**src/rtl/dmem_responder.sv**
```systemverilog
// MEM-stage data port responder: posted single-cycle writes and stalling reads
// against a synchronous block RAM whose read latency is set by READ_LATENCY.
module dmem_responder #(
  parameter int ADDR_WIDTH   = 12,
  parameter int READ_LATENCY = 2
) (
  input  logic                  clk,
  input  logic                  rstn,
  input  logic                  memread_mem,
  input  logic                  memwrite_mem,
  input  logic [31:0]           alu_result_mem,
  input  logic [31:0]           write_data_memory_mem,
  output logic                  data_ready_mem,
  output logic [31:0]           data_from_memory_mem,
  output logic                  mem_en,
  output logic                  mem_we,
  output logic [ADDR_WIDTH-1:0] mem_addr,
  output logic [31:0]           mem_wdata,
  input  logic [31:0]           mem_rdata,
  output logic                  misaligned_err,
  output logic                  range_err
);

  localparam logic [1:0] IDLE = 2'd0;
  localparam logic [1:0] BUSY = 2'd1;
  localparam logic [1:0] DONE = 2'd2;

  localparam logic [2:0] LAST_COUNT = 3'(READ_LATENCY);

  logic [1:0]  state_reg, state_next;
  logic [2:0]  count_reg, count_next;
  logic        in_range_reg, in_range_next;
  logic [31:0] data_reg, data_next;
  logic        misaligned_reg, misaligned_next;
  logic        range_reg, range_next;

  logic        in_range;
  logic        misaligned;
  logic        ready_c;
  logic        en_c;
  logic        we_c;

  generate
    if (ADDR_WIDTH + 2 < 32) begin : g_range
      assign in_range = (alu_result_mem[31:ADDR_WIDTH+2] == '0);
    end else begin : g_full
      assign in_range = 1'b1;
    end
  endgenerate

  assign misaligned = |alu_result_mem[1:0];

  always_comb begin
    state_next      = state_reg;
    count_next      = count_reg;
    in_range_next   = in_range_reg;
    data_next       = data_reg;
    misaligned_next = misaligned_reg;
    range_next      = range_reg;
    ready_c         = 1'b1;
    en_c            = 1'b0;
    we_c            = 1'b0;
    case (state_reg)
      IDLE: begin
        if (memread_mem) begin
          // A simultaneous write request is dropped: the read wins.
          en_c            = 1'b1;
          ready_c         = 1'b0;
          count_next      = 3'd1;
          in_range_next   = in_range;
          state_next      = BUSY;
          misaligned_next = misaligned_reg | misaligned;
          range_next      = range_reg | ~in_range;
        end else if (memwrite_mem) begin
          en_c            = in_range;
          we_c            = in_range;
          misaligned_next = misaligned_reg | misaligned;
          range_next      = range_reg | ~in_range;
        end
      end
      BUSY: begin
        ready_c = 1'b0;
        if (count_reg == LAST_COUNT) begin
          data_next  = in_range_reg ? mem_rdata : 32'h0;
          state_next = DONE;
        end else begin
          count_next = count_reg + 3'd1;
        end
      end
      DONE: begin
        // Request is still asserted here; returning to IDLE first avoids a re-issue.
        state_next = IDLE;
      end
      default: begin
        state_next = IDLE;
      end
    endcase
  end

  always_ff @(posedge clk) begin
    if (!rstn) begin
      state_reg      <= IDLE;
      count_reg      <= 3'd0;
      in_range_reg   <= 1'b0;
      data_reg       <= 32'h0;
      misaligned_reg <= 1'b0;
      range_reg      <= 1'b0;
    end else begin
      state_reg      <= state_next;
      count_reg      <= count_next;
      in_range_reg   <= in_range_next;
      data_reg       <= data_next;
      misaligned_reg <= misaligned_next;
      range_reg      <= range_next;
    end
  end

  // Held in reset, the port neither stalls the core nor touches the RAM.
  assign data_ready_mem       = ready_c | ~rstn;
  assign mem_en               = en_c & rstn;
  assign mem_we               = we_c & rstn;
  assign mem_addr             = alu_result_mem[ADDR_WIDTH+1:2];
  assign mem_wdata            = write_data_memory_mem;
  assign data_from_memory_mem = data_reg;
  assign misaligned_err       = misaligned_reg;
  assign range_err            = range_reg;

endmodule

```
**config.mk**
```make
export PLATFORM = sky130hd
export DESIGN_NAME = dmem_responder
export DESIGN_NICKNAME = d
export VERILOG_FILES = /design/src/rtl/dmem_responder.sv
export SDC_FILE = /design/constraint.sdc
export NUM_CORES = 1
export LEC_CHECK = 0
export CAP_MARGIN = 20
export CORE_UTILIZATION = 29
export CTS_CLUSTER_DIAMETER = 100
export DETAILED_ROUTE_END_ITERATION = 10
export HOLD_SLACK_MARGIN = 0.1
export PLACE_DENSITY = 0.81
export SETUP_SLACK_MARGIN = 0.5
export SYNTH_ARGS = -nofsm -noshare
export SYNTH_HDL_FRONTEND = slang
export SYNTH_SLANG_ARGS = --single-unit
```
**constraint.sdc**
```tcl
create_clock -name clk -period 1.94 [get_ports clk]
set_input_delay 0.485 -clock clk [delete_from_list [all_inputs] [get_ports clk]]
set_output_delay 0.485 -clock clk [all_outputs]
set_load 0.02 [all_outputs]
```
==> run_results.csv <==
group,metric,value,unit
run_status,outcome,"complete, no violations",
power_and_ir_drop,p_sw,0.388,mW
synthesis,ys_ff_latch,40,
grt,use_met2,0.250,
routing,firstDrtPassIters,4,
hold_path,hold-path-endpoint,"misaligned_err",
finish,stdcell_area,2840,sq um
critical_path,reg2reg_from,"state_reg[0]",
grt,gr-total-overflow,0,
synthesis,yosysTopAreaCell,"dfxtp_1",
sta,max_freq,520,MHz
routing,drtIter0Drc,24,
hold_path,hp-class,"reg2reg",
synthesis,synth_area_per_cell,10.6,sq um
power_and_ir_drop,clockPowerShare,0.401,
grt,grt_util_met3,0.0511,
grt,grt_pass1_vias,1415,
placed_design,io_buffers,92,
finish,finalNetCount,345,
synthesis,synth_warnings,0,
critical_path,crit_slowest_cell,"nor4_4",
cts,clk_pin_slew,80,ps
sta,fin_crit_sh,0.992,
grt,grt_busiest_layer,"met2",
floorplanning,design.core.area,5920,sq um
critical_path,cp_cell_sequence,"buf_2 -> nor4_4 -> nand2_2 -> nor4_4 -> buf_4",
power_and_ir_drop,p_seq_frac,0.455,
critical_path,cp_max_fo,3,
synthesis,synth-seq-area-share,0.452,
finish,diodes,0,
cts,clock_latency,290,ps
critical_path,slowest_delay,280,ps
finish,fin_util,0.480,
power_and_ir_drop,p_leak,1.23,nW
critical_path,worst-endpoint-required,1450,ps
critical_path,cp_common_cell,"nor4_4",
grt,antenna_found_initial,0,
finish,largest_reg_flops,32,
grt,grtUsageTotal,0.143,
sta,hold_viol,0,
sta,slew_viol_final,0,
synthesis,synth_area,1770,sq um
placed_design,dp.cells,294,
routing,drt_wl_total,4750,um
cts,cts_sinks,40,
routing,vias_per_cell,4.74,
power_and_ir_drop,comb_power_share,0.144,
power_and_ir_drop,vdd_drop_max,0.326,mV
power_and_ir_drop,powerDensity,648,nW/um^2
critical_path,crit_arrival,1440,ps
routing,wl_per_cell,14.9,um
placed_design,dp_hpwl,3200,um
cts,cts_tree,"yes",
hold_path,hold_path.startpoint,"misaligned_err",
cts,cts.htree.levels,2,
routing,drtAntennaViolNets,0,
cts,cts_max_path_buffers,2,
grt,grt_pass1_wl,6870,um
power_and_ir_drop,switching_share,0.211,
critical_path,cp_num_buf_inv,2,
critical_path,endpoint_kind,"primary output",
synthesis,synth.top_cell.area_share,0.452,
power_and_ir_drop,total_power,1.84,mW
synthesis,synth_area_leaders,"dfxtp_1, buf_4, a22o_1, buf_6, nor4_1",
grt,grt_max_degree,15,
finish,syn2layout_area_growth,60.4,%
synthesis,synth_nets,270,
placed_design,dpl_cell_area,2600,sq um
grt,grt_util_met1,0.157,
critical_path,path_delay_family,"simple AND/OR/NAND/NOR gates",
placed_design,routabilityCongestion,0.669,
sta,post-route-min-period,1920,ps
critical_path,r2r_setup_slack,310,ps
critical_path,setup.worst_path.start_class,"input pin",
routing,dr_total_vias,1511,
floorplanning,die_y,80.2,um
floorplanning,initial_utilization,0.299,
synthesis,synthCells,168,
power_and_ir_drop,p_int,1.45,mW
flow_run,maxCapViolCount,0,
critical_path,path_class,"in2out",
sta,maxSlewHeadroom,0.813,
sta,skew,4.67,ps
sta,finalSetupViolCount,0,
floorplanning,dieArea,6430,sq um
synthesis,synth_cell_types,30,
floorplanning,std_cell_rows,28,
cts,cts_root_buf,"clkbuf_8",
critical_path,r2r_end,"data_from_memory_mem[0]",
floorplanning,die_w,80.2,um
routing,drc_errors,0,
cts,cts_buffers,5,
hold_path,min_path_cells,1,
floorplanning,ioPinCount,181,
sta,whs,476,ps
finish,fin_cells,319,
finish,drive_gt1_frac,0.430,
sta,worst_pin_slew,279,ps
sta,rsz0062_at_grt,"yes",
critical_path,r2r.worst_path.cells,8,
[synthesized netlist by cell type]
master    instances
a22o_1           32
a21o_1            1
o211ai_1          2
dfxtp_1          40
buf_6             4
ha_1              2
and4bb_1          1
or3b_2            1
inv_1             3
a21boi_1          1
o211a_1           2
o31ai_1           2
a21oi_1           1
o21a_1            1
o311a_1           1
and3_1            1
o21ai_0           2
clkbuf_2          1
nand2b_1          1
nor4_1            5
nor2_1            2
or3_1             2
nand3_1           4
nor2b_1           2
or2_2             1
nand2_1           2
buf_4            47
clkbuf_1          1
or4_1             1
and2_1            2
[cells in the final DEF (no fill, tap or decap), types with 2 or more instances in the layout]
master / synthesis / layout
buf_4: 47 / 16
buf_6: 4 / 13
o211a_1: 2 / 2
nor4_4: 0 / 5
nand3_2: 0 / 2
and2_1: 2 / 2
clkbuf_8: 0 / 7
dlygate4sd2_1: 0 / 3
inv_1: 3 / 2
or3_1: 2 / 2
dfxtp_2: 0 / 4
buf_16: 0 / 5
nor2_1: 2 / 2
nand3_1: 4 / 2
buf_12: 0 / 4
a22o_1: 32 / 32
clkdlybuf4s50_1: 0 / 34
buf_2: 0 / 8
clkdlybuf4s15_1: 0 / 7
clkbuf_2: 1 / 30
o211ai_1: 2 / 2
dfxtp_1: 40 / 36
[layout make-up]
| type | instances | area [sq um] |
|---|---|---|
| fillers | 526 | 3080 |
| repair buffers | 121 | 1120 |
| flip-flops and latches | 40 | 806 |
| multi-input cells | 72 | 684 |
| clock buffers | 7 | 96.3 |
| well taps | 75 | 93.8 |
| clock inverters | 1 | 30.0 |
| inverters | 3 | 11.3 |
[cells by family (layout without fill, tap and decap cells)]
logic type      count (synthesis)  after routing  synth area share
fa+ha+maj                       2              2            0.0141
simple gates                   25             25            0.0854
compound gates                 45             45             0.213
buf+inv                        56            132             0.236
flops                          40             40             0.452
[worst max-delay path by stage]
stage	start	endpoint	slack, ps	cells past startpoint
final	alu_result_mem[25]	mem_we	20	5
after CTS	alu_result_mem[16]	mem_we	-6	5
after global routing	alu_result_mem[25]	mem_we	-70	5
after floorplan	alu_result_mem[19]	mem_we	110	3
after global placement	alu_result_mem[23]	mem_we	-870	5
after detailed placement	alu_result_mem[23]	mem_we	-880	5
[power groups by stage]
stage          Sequential [mW]  Clock [mW]  Combinational, mW
2_1_floorplan            0.862           0              0.195
5_1_grt                  0.840       0.797              0.283
3_5_place_dp             0.857           0              0.234
6_report                 0.839       0.738              0.265
3_3_place_gp             0.856           0              0.229
4_1_cts                  0.839       0.765              0.257
[timing repair]
item | CTS | global route
gates resized for setup | 171 | 39
gates cloned | 5 | 0
hold buffers | 0 | 0
buffers inserted | 7 | 5
pin swaps | 22 | 4
endpoints found under the setup margin | 76 | 67
[per-stage QoR]
step	setup slack, ps	setup TNS, ps
floorplan	110	0
global placement	-870	-2260
detailed placement	-877	-2850
CTS	-6.04	-6.04
global route	-68.7	-118
finish	15.6	0
[per-layer routing]
| layer | vias to the layer above | part of all wire | wire [um] |
|---|---|---|---|
| met4 | 0 | 0.019 | 88 |
| li1 | 713 | - | - |
| met5 | - | 0 | 0 |
| met3 | 14 | 0.093 | 441 |
| met2 | 87 | 0.49 | 2320 |
| met1 | 697 | 0.40 | 1890 |
No activity file was read; power rests on OpenSTA's default activity.
==> patch 1: new RTL, same settings <==
The parameter `ADDR_WIDTH` goes from 12 to 13.
--- a/src/rtl/dmem_responder.sv
+++ b/src/rtl/dmem_responder.sv
@@ -2,5 +2,5 @@
 // against a synchronous block RAM whose read latency is set by READ_LATENCY.
 module dmem_responder #(
-  parameter int ADDR_WIDTH   = 12,
+  parameter int ADDR_WIDTH   = 13,
   parameter int READ_LATENCY = 2
 ) (
Interface: changed (resized mem_addr); port bits go from 181 to 182. The function was not compared with the original's and may differ.
==> patch 1 against the original RTL <==
- the flow now finishes with violations (setup timing)
- clock power is 21% lower
- global-route usage is 0.76 points higher
- register-to-register slack better by 150 ps
- clock skew is 1.8 ps higher
- sequential cell count stayed put
- wire length is 3.4% higher
- non-clock buffer count is 8 lower
- synthesized area is 0.85% higher
- largest cell class unchanged
- total power is 8.3% lower
- die area is 0.82% higher
- design area is 3.1% lower
- first-iteration DRC count is 4.2% lower
- utilization is 1.5 points lower
- worst setup slack worse by 44 ps
==> patch 1: results (changes against the original RTL) <==
Sw Share: 23.74% (+2.7 points)
Synthesized Nets: 273 (+1.1%)
Slew headroom: 81.91% (+0.58 points)
Nets@finish: 339 (-1.7%)
Yosys top cell area share: 44.79% (-0.38 points)
Post-Place Worst Slack: -894.1 ps (-17.09 ps)
# diodes: 0 (unchanged)
DP Wirelength: 3293 um (+3.0%)
Vias per cell: 4.847 (+2.3%)
Sequential area share after synthesis: 44.79% (-0.38 points)
Post-place instance area: 2541 um2 (-2.3%)
Iteration-0 DRC count of the detailed router: 23 (-4.2%)
Post-Route WL: 4908 um (+3.4%)
Netlist cell types: 31 (+3.3%)
Largest net degree at the start of global routing: 16 (+1)
Hold Path Class: reg -> reg
Global-route wire length before repair: 7307 um (+6.3%)
Leak: 1.191 nW (-3.1%)
Final WS setup: -28.30 ps (-43.93 ps)
Status: finished with violations
Crit. Startpoint: alu_result_mem[26]
Clk buf depth: 2 (unchanged)
Hold path startpoint: data_from_memory_mem[26]$_SDFFE_PN0P_
Port bufs: 91 (-1.1%)
Commonest cells post-synth: 48 x buf_4, 40 x dfxtp_1, 32 x a22o_1
Root Buffer: clkbuf_8
Layout fillers: 565 (+7.4%)
GPL Wtd Cong: 0.6786 (+1.4%)
Final setup vio count: 1 (+1)
WP data arrival: 1480 ps (+40 ps)
Vias in the first global route: 1475 (+4.2%)
Failing checks: setup timing
Top post-synthesis cells by area: dfxtp_1 45%, buf_4 20%, a22o_1 16%
Pre-antenna DRT Iters: 4 (unchanged)
Tot GR Track Use: 15.02% (+0.76 points)
FF-to-FF Start: count_reg[0]$_SDFFE_PN0P_
Crit-path max FO: 2 (-1)
Clk_skew: 6.478 ps (+1.804 ps)
H-tree levels: 2 (unchanged)
VDD IR-drop max: 0.0002623 V (-19%)
Share of layout cells above drive strength 1: 40.76% (-2.3 points)
patch 1: logic make-up after synthesis:
family / Yosys count / share of synthesized area (%)
buffers and inverters: 57 / 23.79
AOI/OAI and AO/OA: 45 / 21.13
DFF: 40 / 44.79
and+or+nand+nor: 27 / 8.887
adders and majority gates: 2 / 1.399
patch 1: metrics by stage:
stage                     util (%)  hold slack, ps  instances  TNS (ps)
after floorplan                  -           437.3        171         0
after global placement       42.92           459.6        293     -2272
after detailed placement     42.92           462.9        293     -2423
after CTS                    48.63           485.8        312    -35.76
after global routing         46.53           500.0        313    -164.1
final                        46.53           484.7        313    -28.30
patch 1: final timing paths:
kind                                            to  slack, ps  cells after the start
max                                         mem_we        -30                      6
min          data_from_memory_mem[26]$_SDFFE_PN0P_        480                      1
max reg2reg   data_from_memory_mem[2]$_SDFFE_PN0P_        460                      8
min reg2reg  data_from_memory_mem[26]$_SDFFE_PN0P_        480                      1
patch 1: timing repair:
| item | 4_1_cts | 5_1_grt |
|---|---|---|
| hold endpoints to repair | 0 | 0 |
| cloned | 4 | 0 |
| setup buffers | 7 | 1 |
| endpoints found under the setup margin | 76 | 62 |
| gates resized for setup | 171 | 37 |
| pin swaps | 38 | 14 |
patch 1: metal layers:
layer	global-route usage [%]	vias to the layer above	part of all wire, %
met3	5.455	16	10
met1	15.70	698	38
met4	5.357	0	1.9
li1	-	708	-
met2	27.29	95	50
met5	0	-	0
patch 1: power groups by stage:
stage               clock network, mW  registers, mW  logic [mW]
floorplan                           0          0.862       0.196
global placement                    0          0.857       0.215
detailed placement                  0          0.857       0.218
CTS                             0.606          0.839       0.267
global route                    0.637          0.841       0.286
finish                          0.585          0.839       0.267
patch 1: worst max-delay path, stage by stage:
cell     delay (ps)
buf_6            90
nor4_4          250
buf_4           170
nand2_4          50
nor4_4          260
buf_4           180
patch 1: cell type report:
| type | count | area, um2 | area share, % |
|---|---|---|---|
| Inverter | 3 | 11.26 | 0.4087 |
| Tap cell | 75 | 93.84 | 3.406 |
| Clock buffer | 7 | 86.33 | 3.134 |
| Clock inverter | 1 | 7.507 | 0.2725 |
| Multi-Input combinational cell | 74 | 704.4 | 25.57 |
| Sequential cell | 40 | 805.8 | 29.25 |
| Timing Repair Buffer | 113 | 1046 | 37.97 |
==> patch 2: new RTL, same settings <==
Made on the original files. Make the reset (`rstn`) asynchronous in one clocked block.
--- a/src/rtl/dmem_responder.sv
+++ b/src/rtl/dmem_responder.sv
@@ -98,5 +98,5 @@
   end
 
-  always_ff @(posedge clk) begin
+  always_ff @(posedge clk or negedge rstn) begin
     if (!rstn) begin
       state_reg      <= IDLE;
Function: differs if rstn is asserted again (counterexample within 4 cycles, from zero or initial values and one cycle with rstn low); with rstn held inactive, the same outputs for 10 cycles.
==> patch 2 against the original RTL <==
- the run now ends with setup timing left
- worst setup slack worse by 83 ps
- sequential cell count unchanged
- wire length up 44%
- clock skew up 0.80 ps
- synthesized area up 17%
- hold slack worse by 310 ps
- sequential share of layout area down 1.4 points
- design area up 31%
- largest cell class is now multi-input gates
- highest routed layer unchanged
Power is not compared: it rests on default switching activity, and its combinational part moved more than twofold at a synthesized area within 25%.
==> patch 2: results (changes against the original RTL) <==
Status: finished with violations
Failing checks: setup timing
Share of layout cells above drive strength 1: 64.35% (+21 points)
FF-to-FF Start: state_reg[1]$_DFFE_PN0P_
Synthesized Nets: 335 (+24%)
Hold Path Class: in -> async
Vias in the first global route: 1980 (+40%)
Slew @ Worst Pin: 549.2 ps (+269.7 ps)
Post-Syn Instances: 233 (+39%)
Netlist cell types: 25 (-17%)
Sequential area share after synthesis: 48.37% (+3.2 points)
Hold WS: 164.2 ps (-311.6 ps)
WP data arrival: 1520 ps (+80 ps)
Mux contribution to synthesized area: 0.4837% (+0.48 points)
Via Count: 1929 (+28%)
Nets@finish: 418 (+21%)
Vias per cell: 4.671 (-1.4%)
Layout fillers: 614 (+17%)
Commonest cells post-synth: 67 x nand2_1, 45 x buf_4, 40 x dfrtp_1
Synth Flop Type: dfrtp_1
Crit-path max FO: 2 (-1)
DP Wirelength: 3835 um (+20%)
Clk_skew: 5.473 ps (+0.7983 ps)
Top post-synthesis cells by area: dfrtp_1 48%, buf_4 16%, nand2_1 12%
Post-Route WL: 6845 um (+44%)
Final setup vio count: 2 (+2)
Synth Area in Compound Gates: 3.628% (-18 points)
Final WS setup: -67.67 ps (-83.30 ps)
GPL Wtd Cong: 0.7193 (+7.5%)
Total negative setup slack: -78.35 ps (-78.35 ps)
Yosys top cell area share: 48.37% (+3.2 points)
Iteration-0 DRC count of the detailed router: 39 (+63%)
Reg2reg setup slack: 300 ps
Tot GR Track Use: 17.26% (+3.0 points)
Reg-to-reg endpoint: data_from_memory_mem[25]$_DFFE_PN0P_
Largest net degree at the start of global routing: 34 (+19)
patch 2: stage by stage:
stage	utilization (%)	area (um2)	total power, mW	setup slack (ps)
detailed placement	41.74	2851	3.101	-912.9
floorplan	-	2133	2.343	103.5
finish	54.43	3719	4.735	-67.67
CTS	49.60	3388	4.173	-118.0
global placement	41.74	2851	3.037	-906.5
global route	54.43	3719	5.022	-129.4
patch 2: area by class of cell:
class,count,area (um2),share of cell area [%]
sequential,40,1001,26.92
tap,96,120.1,3.230
multi-input combinational,132,1236,33.24
timing repair inverter,6,96.34,2.591
clock inverter,3,46.29,1.245
timing repair buffer,125,1101,29.61
inverter,6,48.80,1.312
clock buffer,5,68.82,1.851
patch 2: kinds of logic after synthesis:
kind of cell,Yosys count
and+or+nand+nor,118
buffers and inverters,61
DFF,40
AOI/OAI and AO/OA,11
adders and majority gates,2
muxes,1
patch 2: worst max-delay path by stage:
stage / slack (ps) / to / startpoint / cells past startpoint
finish: -70 / mem_we / alu_result_mem[26] / 6
global route: -130 / mem_we / alu_result_mem[26] / 6
CTS: -120 / mem_we / alu_result_mem[31] / 6
detailed placement: -910 / mem_we / alu_result_mem[15] / 5
global placement: -910 / mem_we / alu_result_mem[15] / 5
floorplan: 100 / mem_we / alu_result_mem[19] / 3
patch 2: power by group through the flow:
stage	registers, mW	logic, mW	clock network, mW
after global placement	1.33	1.71	0
after floorplan	1.68	0.660	0
final	1.44	2.60	0.704
after CTS	1.35	2.09	0.736
after global routing	1.47	2.79	0.764
after detailed placement	1.35	1.75	0
patch 2: worst max-delay path, cell delays in order:
cell and delay (ps):
buf_6 90, nor4_4 310, nand2_2 120, buf_6 140
nor4_4 190, buf_4 180
patch 2: layer usage:
metal  GRT usage, %  vias to the layer above  share of wire, %
li1               -                      888                 -
met1          18.54                      929                38
met2          32.83                       94                54
met3          3.810                       18               6.2
met4          6.515                        0               1.7
met5              0                        -                 0
patch 2: what timing repair did:
action,CTS,global route
endpoints found under the setup margin,72,62
pin swaps,50,66
cloned,4,5
gates resized for setup,251,127
buffers inserted,9,10
